$ cat config.mk
export PLATFORM = sky130hd
export DESIGN_NAME = seq_alu_exec
export DESIGN_NICKNAME = d
export VERILOG_FILES = /design/src/rtl/seq_alu_exec.sv
export SDC_FILE = /design/constraint.sdc
export NUM_CORES = 1
export LEC_CHECK = 0
export CAP_MARGIN = 20
export CORE_UTILIZATION = 55
export CTS_CLUSTER_DIAMETER = 30
export CTS_CLUSTER_SIZE = 8
export DETAILED_ROUTE_END_ITERATION = 10
export PLACE_DENSITY = 0.87
export SLEW_MARGIN = 20
export SYNTH_ARGS = -nofsm -noshare
export SYNTH_HDL_FRONTEND = slang
export SYNTH_SLANG_ARGS = --single-unit
$ cat constraint.sdc
create_clock -name clk -period 4.8 [get_ports clk]
set_input_delay 0.96 -clock clk [delete_from_list [all_inputs] [get_ports clk]]
set_output_delay 0.96 -clock clk [all_outputs]
set_load 0.01 [all_outputs]
$ cat src/rtl/seq_alu_exec.sv
// Sequential 32-bit ALU with a valid/ready handshake on both sides.
// Shifts execute one bit per cycle; all other operations finish in one cycle.
module seq_alu_exec #(
   parameter int unsigned XLEN = 32
) (
   input  logic            clk,
   input  logic            rst_n,
   input  logic            in_valid,
   output logic            in_ready,
   input  logic [3:0]      alu_op,
   input  logic [XLEN-1:0] src_a,
   input  logic [XLEN-1:0] src_b,
   output logic            out_valid,
   input  logic            out_ready,
   output logic [XLEN-1:0] result,
   output logic            zero
);

   localparam int unsigned SHW = 5;

   localparam logic [3:0] OP_ADD  = 4'h0;
   localparam logic [3:0] OP_SUB  = 4'h1;
   localparam logic [3:0] OP_AND  = 4'h2;
   localparam logic [3:0] OP_OR   = 4'h3;
   localparam logic [3:0] OP_XOR  = 4'h4;
   localparam logic [3:0] OP_SLT  = 4'h5;
   localparam logic [3:0] OP_SLTU = 4'h6;
   localparam logic [3:0] OP_SLL  = 4'h7;
   localparam logic [3:0] OP_SRL  = 4'h8;
   localparam logic [3:0] OP_SRA  = 4'h9;

   typedef enum logic [1:0] {
      IDLE  = 2'd0,
      SHIFT = 2'd1,
      DONE  = 2'd2
   } state_t;

   state_t           state_q, state_d;
   logic [3:0]       op_q, op_d;
   logic [SHW-1:0]   cnt_q, cnt_d;
   logic [XLEN-1:0]  res_d;
   logic             in_ready_d, out_valid_d;
   logic [XLEN-1:0]  alu_c;
   logic [SHW-1:0]   shamt_c;
   logic             is_shift_c;

   assign shamt_c    = src_b[SHW-1:0];
   assign is_shift_c = (alu_op == OP_SLL) || (alu_op == OP_SRL) || (alu_op == OP_SRA);

   // Single-cycle result; shift ops pass src_a through (only used when shift amount is 0)
   always_comb begin
      alu_c = '0;
      case (alu_op)
         OP_ADD:  alu_c = src_a + src_b;
         OP_SUB:  alu_c = src_a - src_b;
         OP_AND:  alu_c = src_a & src_b;
         OP_OR:   alu_c = src_a | src_b;
         OP_XOR:  alu_c = src_a ^ src_b;
         OP_SLT:  alu_c = XLEN'($signed(src_a) < $signed(src_b));
         OP_SLTU: alu_c = XLEN'(src_a < src_b);
         OP_SLL, OP_SRL, OP_SRA: alu_c = src_a;
         default: alu_c = '0;
      endcase
   end

   // Next-state, shift datapath and registered-output next values
   always_comb begin
      state_d = state_q;
      op_d    = op_q;
      cnt_d   = cnt_q;
      res_d   = result;
      case (state_q)
         IDLE: begin
            if (in_valid && in_ready) begin
               op_d = alu_op;
               if (is_shift_c && (shamt_c != '0)) begin
                  state_d = SHIFT;
                  cnt_d   = shamt_c;
                  res_d   = src_a;
               end else begin
                  state_d = DONE;
                  res_d   = alu_c;
               end
            end
         end
         SHIFT: begin
            cnt_d = cnt_q - SHW'(1);
            case (op_q)
               OP_SLL:  res_d = {result[XLEN-2:0], 1'b0};
               OP_SRL:  res_d = {1'b0, result[XLEN-1:1]};
               default: res_d = {result[XLEN-1], result[XLEN-1:1]};
            endcase
            // The last shift step lands in DONE with the counter at zero
            if (cnt_q <= SHW'(1)) begin
               state_d = DONE;
               cnt_d   = '0;
            end
         end
         DONE: begin
            if (out_ready) state_d = IDLE;
         end
         default: state_d = IDLE;
      endcase
      in_ready_d  = (state_d == IDLE);
      out_valid_d = (state_d == DONE);
   end

   always_ff @(posedge clk or negedge rst_n) begin
      if (!rst_n) begin
         state_q   <= IDLE;
         op_q      <= OP_ADD;
         cnt_q     <= '0;
         result    <= '0;
         zero      <= 1'b1;
         in_ready  <= 1'b0;
         out_valid <= 1'b0;
      end else begin
         state_q   <= state_d;
         op_q      <= op_d;
         cnt_q     <= cnt_d;
         result    <= res_d;
         zero      <= (res_d == '0);
         in_ready  <= in_ready_d;
         out_valid <= out_valid_d;
      end
   end

endmodule
* Word-level counts from Yosys, hierarchy flattened
Index checks and enable logic that the tools add are counted.
** Operators by class
- Bitwise operators :: 3
- Multiplexer cells :: 14
- Equal/unequal tests :: 16
- Reduce and logical (&&, ||, !) cells :: 13
- Order comparisons :: 3
- $add $sub $neg :: 3
** Operators by type and width (number)
- $pmux 32 s8 :: 1
- $pmux 32 s2 :: 2
- $lt 32x32->1 :: 2
- $mux 32 :: 2
- $add 32x32->32 :: 1
- $and 32x32->32 :: 1
- $logic_not 32->1 :: 1
- $or 32x32->32 :: 1
- $sub 32x32->32 :: 1
- $xor 32x32->32 :: 1
- $eq 4x3->1 const B :: 5
- $mux 5 :: 3
- $eq 4x4->1 const B :: 3
- $pmux 5 s2 :: 1
- $eq 4x2->1 const B :: 2
- $mux 2 :: 4
- $pmux 2 s3 :: 1
- $le 5x1->1 const B :: 1
- $reduce_bool 5->1 :: 1
- $sub 5x1->5 const B :: 1
- $eq 2x2->1 const B :: 2
- $eq 4x1->1 const B :: 1
- $logic_not 2->1 :: 2
- $logic_not 4->1 :: 1
- other kinds (8) :: 11
** Storage, ports and cells
- Register bits :: 46
- Output and inout port bits :: 35
- Input bits :: 72
- Logic and storage cells :: 59

* Logic depth before layout (Yosys ltp)
Gate-level depths: netlist of the first run.
- Depth after elaboration :: 8
- Mapped depth :: 15
- Mapped depth without buffers :: 14

* Least setup slack after synthesis of the first run
OpenSTA, ideal clock, no wires.
- Kind :: input -> register
- From :: in src_a[0]
- To :: reg zero
- Arrival :: 4.026 ns
- Stages :: 14
- Buffers on the path :: 0
- Library setup time :: 0.089 ns
- Required time :: 4.711 ns
- Slack :: 0.685 ns
- Cell sequence :: inv_1 ha_1 fa_1 o21ba_1 or4_4 a31oi_4 o211a_1 o21ai_1 o211a_1 o221a_1 or4b_1 and4b_1 nand4_1 nor4b_2
** On the way
- Cells in the longest elaborated chain, start to end :: 6
- Elaborated cells between the ends (all ways) :: 12
- Classes of those cells :: 2 x add/sub; 2 x order compare; 4 x mux; 3 x bitwise; 1 x reduce/logical
** Ends and longest elaborated chain
- start, declared :: line 11 : input logic [XLEN-1:0] src_a,
- $sub 32x32->32 or $add 32x32->32 (tied branches) :: line 55, 54
- $pmux 32 s8 (*) :: line 53 : case (alu_op)
- $mux 32 (*) :: line 76 : if (is_shift_c && (shamt_c != '0)) begin
- $mux 32 (*) :: line 74 : if (in_valid && in_ready) begin
- $pmux 32 s2 (*) :: line 72 : case (state_q)
- net res_d[14] :: line 41 : logic [XLEN-1:0] res_d;
- $logic_not 32->1 (*) :: line 122 : zero <= (res_d == '0);
- end signal, assigned :: line 122
- end, declared :: line 16 : output logic zero
Mark *: on every way through the listed nets, which the timed path passes. The rest lies on a longest branch.
A chain may end at the register's enable or synchronous reset.

* Worst setup path after layout of the first run
- From :: in src_b[0]
- To :: reg zero
** On the way
- Cells in the longest elaborated chain, start to end :: 6
- Elaborated cells between the ends (all ways) :: 14
- Classes of those cells :: 2 x add/sub; 2 x order compare; 4 x mux; 3 x bitwise; 3 x reduce/logical
** Ends and longest elaborated chain
- start, declared :: line 12 : input logic [XLEN-1:0] src_b,
- $sub 32x32->32, or another cell as far along :: line 55 : OP_SUB: alu_c = src_a - src_b;
- $pmux 32 s8 or $logic_and 1x1->1 (tied branches) :: line 53, 76
- $mux 32 (*) :: line 76
- $mux 32 (*) :: line 74
- $pmux 32 s2 (*) :: line 72
- net res_d[6] :: line 41
- $logic_not 32->1 (*) :: line 122
Marked as above.

==> impl_metrics.xml, run 1 <==
<?xml version="1.0" encoding="UTF-8"?>
<metrics>
  <group name="synth">
    <metric name="synthesis.area" unit="µm²">9060</metric>
    <metric name="ys_dominant_reg_cell" unit="">sky130_fd_sc_hd__dfrtp_1</metric>
    <metric name="post_synth_and_or_nand_nor_area_fraction" unit="">0.238</metric>
    <metric name="synth_seq_area_share" unit="">0.127</metric>
    <metric name="fraction_of_the_mapped_netlist_area_in_compound_gates" unit="">0.365</metric>
    <metric name="syn_nets" unit="">1483</metric>
    <metric name="register_bit_total_from_synthesis" unit="">46</metric>
    <metric name="share_of_cell_area_taken_by_muxes_after_synthesis" unit="">0.0102</metric>
    <metric name="number_of_synthesized_flops_with_an_enable_pin" unit="">0</metric>
    <metric name="yosys.area_share.xor_xnor" unit="">0.0116</metric>
    <metric name="netlist_instances" unit="">1294</metric>
    <metric name="synth_top_family_by_area" unit="">compound AO/OA/AOI/OAI gates</metric>
    <metric name="post_synth.cell_area_avg" unit="µm²">7.01</metric>
    <metric name="yosysWarnings" unit="">0</metric>
    <metric name="async_flop_share" unit="">1.00</metric>
    <metric name="post_synth_fa_ha_maj_area_fraction" unit="">0.163</metric>
    <metric name="netlist-cell-type-count" unit="">92</metric>
  </group>
  <group name="setup_path">
    <metric name="start_kind" unit="">input pin</metric>
    <metric name="worst_path_largest_cell_delay" unit="ns">0.58</metric>
    <metric name="path_common_cell" unit="">sky130_fd_sc_hd__nor4_1</metric>
    <metric name="cp_slowest_cell" unit="">sky130_fd_sc_hd__or4_4</metric>
    <metric name="worstPathRequired" unit="ns">5.01</metric>
    <metric name="crit_end_element" unit="">register</metric>
    <metric name="timing.critical_path.arrival" unit="ns">4.92</metric>
    <metric name="worst-setup-path-type" unit="">in2reg</metric>
    <metric name="path_cells" unit="">clkdlybuf4s50_1 -&gt; ha_2 -&gt; fa_2 -&gt; o21ba_4 -&gt; or4_4 -&gt; nand3_4 -&gt; nor2_1 -&gt; nor4_1 -&gt; nor4_1 -&gt; a221o_1 -&gt; or4b_1 -&gt; and4b_1 -&gt; nand4_1 -&gt; nor4b_2</metric>
    <metric name="register_to_register_setup_slack" unit="ns">0.94</metric>
    <metric name="crit-reg2reg-capture" unit="">zero$_DFF_PN1_</metric>
    <metric name="rr_startpoint" unit="">op_q[3]$_DFFE_PN0P_</metric>
    <metric name="r2r_cells" unit="">11</metric>
    <metric name="crit_fanout" unit="">4</metric>
  </group>
  <group name="timing">
    <metric name="rsz0062_at_grt" unit="">false</metric>
    <metric name="hold_viol_final" unit="">0</metric>
    <metric name="max_freq" unit="MHz">212</metric>
    <metric name="whs" unit="ns">0.570</metric>
    <metric name="period_needed" unit="ns">4.71</metric>
    <metric name="totalNegativeSetupSlack" unit="ns">0</metric>
    <metric name="worstMarginPinSlew" unit="ns">0.895</metric>
    <metric name="fin_ws" unit="ns">0.0928</metric>
    <metric name="period_utilization" unit="">0.981</metric>
    <metric name="clock_skew_after_layout" unit="ns">0.00970</metric>
    <metric name="setup_viol" unit="">0</metric>
    <metric name="slew_viol_final" unit="">0</metric>
    <metric name="worst_slew_margin_rel" unit="">0.403</metric>
  </group>
  <group name="power">
    <metric name="ir_worst_vdd" unit="µV">273</metric>
    <metric name="p_leak" unit="nW">5.17</metric>
    <metric name="power" unit="mW">3.71</metric>
    <metric name="power.density" unit="nW/µm²">320</metric>
  </group>
  <group name="die">
    <metric name="die-width" unit="µm">130</metric>
    <metric name="dieArea" unit="µm²">17000</metric>
    <metric name="die_h" unit="µm">130</metric>
    <metric name="initial_core_util" unit="">0.567</metric>
    <metric name="ios" unit="">107</metric>
    <metric name="core_area" unit="µm²">16000</metric>
    <metric name="num_rows" unit="">46</metric>
  </group>
  <group name="min_path">
    <metric name="hold_path_startpoint" unit="">op_q[2]$_DFFE_PN0P_</metric>
    <metric name="cell_count_of_the_worst_hold_path" unit="">2</metric>
    <metric name="worstHoldEndpoint" unit="">op_q[2]$_DFFE_PN0P_</metric>
    <metric name="hold_wc_path_type" unit="">reg2reg</metric>
  </group>
  <group name="placement">
    <metric name="gp_congestion" unit="">1.04</metric>
    <metric name="dp_hpwl" unit="µm">31200</metric>
    <metric name="io_buffer_count" unit="">106</metric>
    <metric name="detailed_place.area" unit="µm²">11400</metric>
    <metric name="place.detailed.instances" unit="">1702</metric>
    <metric name="dpl_worst_slack" unit="ns">-0.192</metric>
  </group>
  <group name="cells_and_area">
    <metric name="final_layout_size_suffix_gt1_frac" unit="">0.160</metric>
    <metric name="flow.area_growth_from_synthesis" unit="%">27.9</metric>
    <metric name="final_instance_count_without_filler_cells" unit="">1714</metric>
    <metric name="final.fill_count" unit="">1326</metric>
    <metric name="design.final.nets" unit="">1685</metric>
    <metric name="post-route-cell-area" unit="µm²">11600</metric>
    <metric name="final_core_util" unit="">0.725</metric>
  </group>
  <group name="cts">
    <metric name="numCtsBuffers" unit="">5</metric>
    <metric name="clk_pin_slew" unit="ns">0.07</metric>
    <metric name="cts_sinks" unit="">46</metric>
    <metric name="htree_levels" unit="">2</metric>
    <metric name="post_cts_hold_buffer_count" unit="">0</metric>
    <metric name="cts_root_buffer" unit="">sky130_fd_sc_hd__clkbuf_16</metric>
    <metric name="tritoncts" unit="">done</metric>
    <metric name="clkLatencyLatePin" unit="ns">0.30</metric>
    <metric name="cts-root-to-sink-buffers" unit="">2</metric>
  </group>
  <group name="detailed_routing">
    <metric name="detail-route-antenna-nets" unit="">0</metric>
    <metric name="drcViolationCount" unit="">0</metric>
    <metric name="routedWlPerCell" unit="µm">23.8</metric>
    <metric name="vias" unit="">11819</metric>
    <metric name="wirelength" unit="µm">40700</metric>
    <metric name="met2_length" unit="µm">17300</metric>
    <metric name="wl_met3" unit="µm">5340</metric>
    <metric name="firstDrtPassIters" unit="">6</metric>
    <metric name="avgViaCountPerCell" unit="">6.90</metric>
    <metric name="detail_route.iter0.violations" unit="">1862</metric>
    <metric name="routed.top_layer" unit="">met4</metric>
    <metric name="met1_length" unit="µm">15200</metric>
  </group>
  <group name="global_routing">
    <metric name="grt_start_max_net_pins" unit="">47</metric>
    <metric name="number_of_antenna_violations_at_the_first_check_in_global_routing" unit="">1</metric>
    <metric name="gr-total-overflow" unit="">0</metric>
    <metric name="grt_first_pass_wirelength" unit="µm">60600</metric>
    <metric name="grt_pass1_vias" unit="">10860</metric>
    <metric name="global_route.usage.total" unit="">0.471</metric>
  </group>
  <group name="status">
    <metric name="outcome" unit="">completed</metric>
  </group>
  <group name="flow_run">
    <metric name="drv_cap" unit="">0</metric>
  </group>
</metrics>
[cell usage after synthesis (all sizes together) (6+ instances only)]
cell type  instances  area share
o221ai            10      0.0097
a21oi            123       0.068
nor2b             12      0.0083
o21bai            10      0.0083
clkbuf            54       0.022
xnor2              6      0.0058
a22oi             18       0.015
and2               9      0.0062
nand2            135       0.056
a31oi             16       0.013
a211oi            26       0.022
and3               8      0.0055
o2111ai            7      0.0068
ha               115        0.16
or4                9      0.0083
o31ai             12      0.0099
or3               10      0.0069
xor2               6      0.0058
nand4             14      0.0097
o211ai            14       0.012
inv              107       0.044
nor4              19       0.013
mux2               7      0.0091
a21o               9      0.0075
a2111oi           12       0.016
nand2b            12      0.0083
o22ai             12      0.0090
nand3             32       0.018
a221oi            19       0.018
nor3              34       0.019
or2               14      0.0097
o21ai            100       0.055
dfrtp             45        0.12
nor2             103       0.043
a221o             21       0.023
buf               32       0.018
[worst max-delay path: cells and delay by family]
family / cells / cell delay [ns]
adders and majority gates: 2 / 0.64
AOI/OAI and AO/OA: 2 / 0.53
buffers and inverters: 1 / 0.47
and+or+nand+nor: 9 / 2.33
[registers in the layout, indices dropped and copies added, names as in the netlist]
signal,flops
in_ready,1
out_valid,1
cnt_q,5
zero,1
op_q,4
state_q,2
result,32
[final cells by class]
| cell class | instances | area, µm² | area share |
|---|---|---|---|
| Multi-Input combinational cell | 1055 | 7230 | 0.623 |
| Timing Repair Buffer | 281 | 2390 | 0.206 |
| Sequential cell | 46 | 1150 | 0.0994 |
| Inverter | 107 | 402 | 0.0346 |
| Tap cell | 216 | 270 | 0.0233 |
| Clock buffer | 5 | 125 | 0.0108 |
| Clock inverter | 3 | 28.8 | 0.00248 |
| Antenna cell | 1 | 2.50 | 0.000216 |
[cells by family (layout without fill, tap and decap cells)]
group	after synthesis	count (layout)
compound gates	480	480
simple gates	438	438
flops	46	46
buf+inv	193	396
mux	8	8
other cells	0	1
xor+xnor	12	12
fa+ha+maj	117	117
[where the power goes]
part,leakage (nW),switching (mW),internal [mW],total [mW]
Combinational,4.51,1.43,1.10,2.53
Clock,0.0763,0.177,0.200,0.378
Sequential,0.581,0.252,0.548,0.800
[layout by cell type (no fill, tap or decap), types with 25 or more instances in the layout]
cell	n
sky130_fd_sc_hd__o21ai_0	89
sky130_fd_sc_hd__a211oi_1	25
sky130_fd_sc_hd__ha_1	114
sky130_fd_sc_hd__nand3_1	30
sky130_fd_sc_hd__a21oi_1	121
sky130_fd_sc_hd__nand2_1	135
sky130_fd_sc_hd__clkdlybuf4s50_1	104
sky130_fd_sc_hd__buf_4	175
sky130_fd_sc_hd__nor3_1	33
sky130_fd_sc_hd__inv_1	106
sky130_fd_sc_hd__nor2_1	102
sky130_fd_sc_hd__dfrtp_1	45
[metal layers]
metal | global-route usage | up-vias
li1 | - | 5208
met1 | 0.598 | 5388
met2 | 0.721 | 995
met3 | 0.110 | 228
met4 | 0.295 | 0
met5 | 0 | -
[worst max path at each step]
stage / from / end / slack, ns
6_report: src_b[0] / zero$_DFF_PN1_ / 0.09
5_1_grt: src_a[3] / zero$_DFF_PN1_ / 0.01
4_1_cts: src_a[0] / zero$_DFF_PN1_ / 0.07
3_5_place_dp: src_a[0] / zero$_DFF_PN1_ / -0.19
3_3_place_gp: src_a[0] / zero$_DFF_PN1_ / -0.13
2_1_floorplan: src_a[0] / zero$_DFF_PN1_ / 0.68
[timing repair]
action / in CTS / in global routing
setup endpoints to repair: 0 / 1
setup buffers: 0 / 3
gates resized for setup: 0 / 14
Note: power is estimated with default switching activity, not from simulation.
==> run 2, diff against run 1 <==
- SKIP_CTS_REPAIR_TIMING: default -> 1
==> results of run 2 <==
No change in the layout: final DEF, timing and power equal those of run 1.
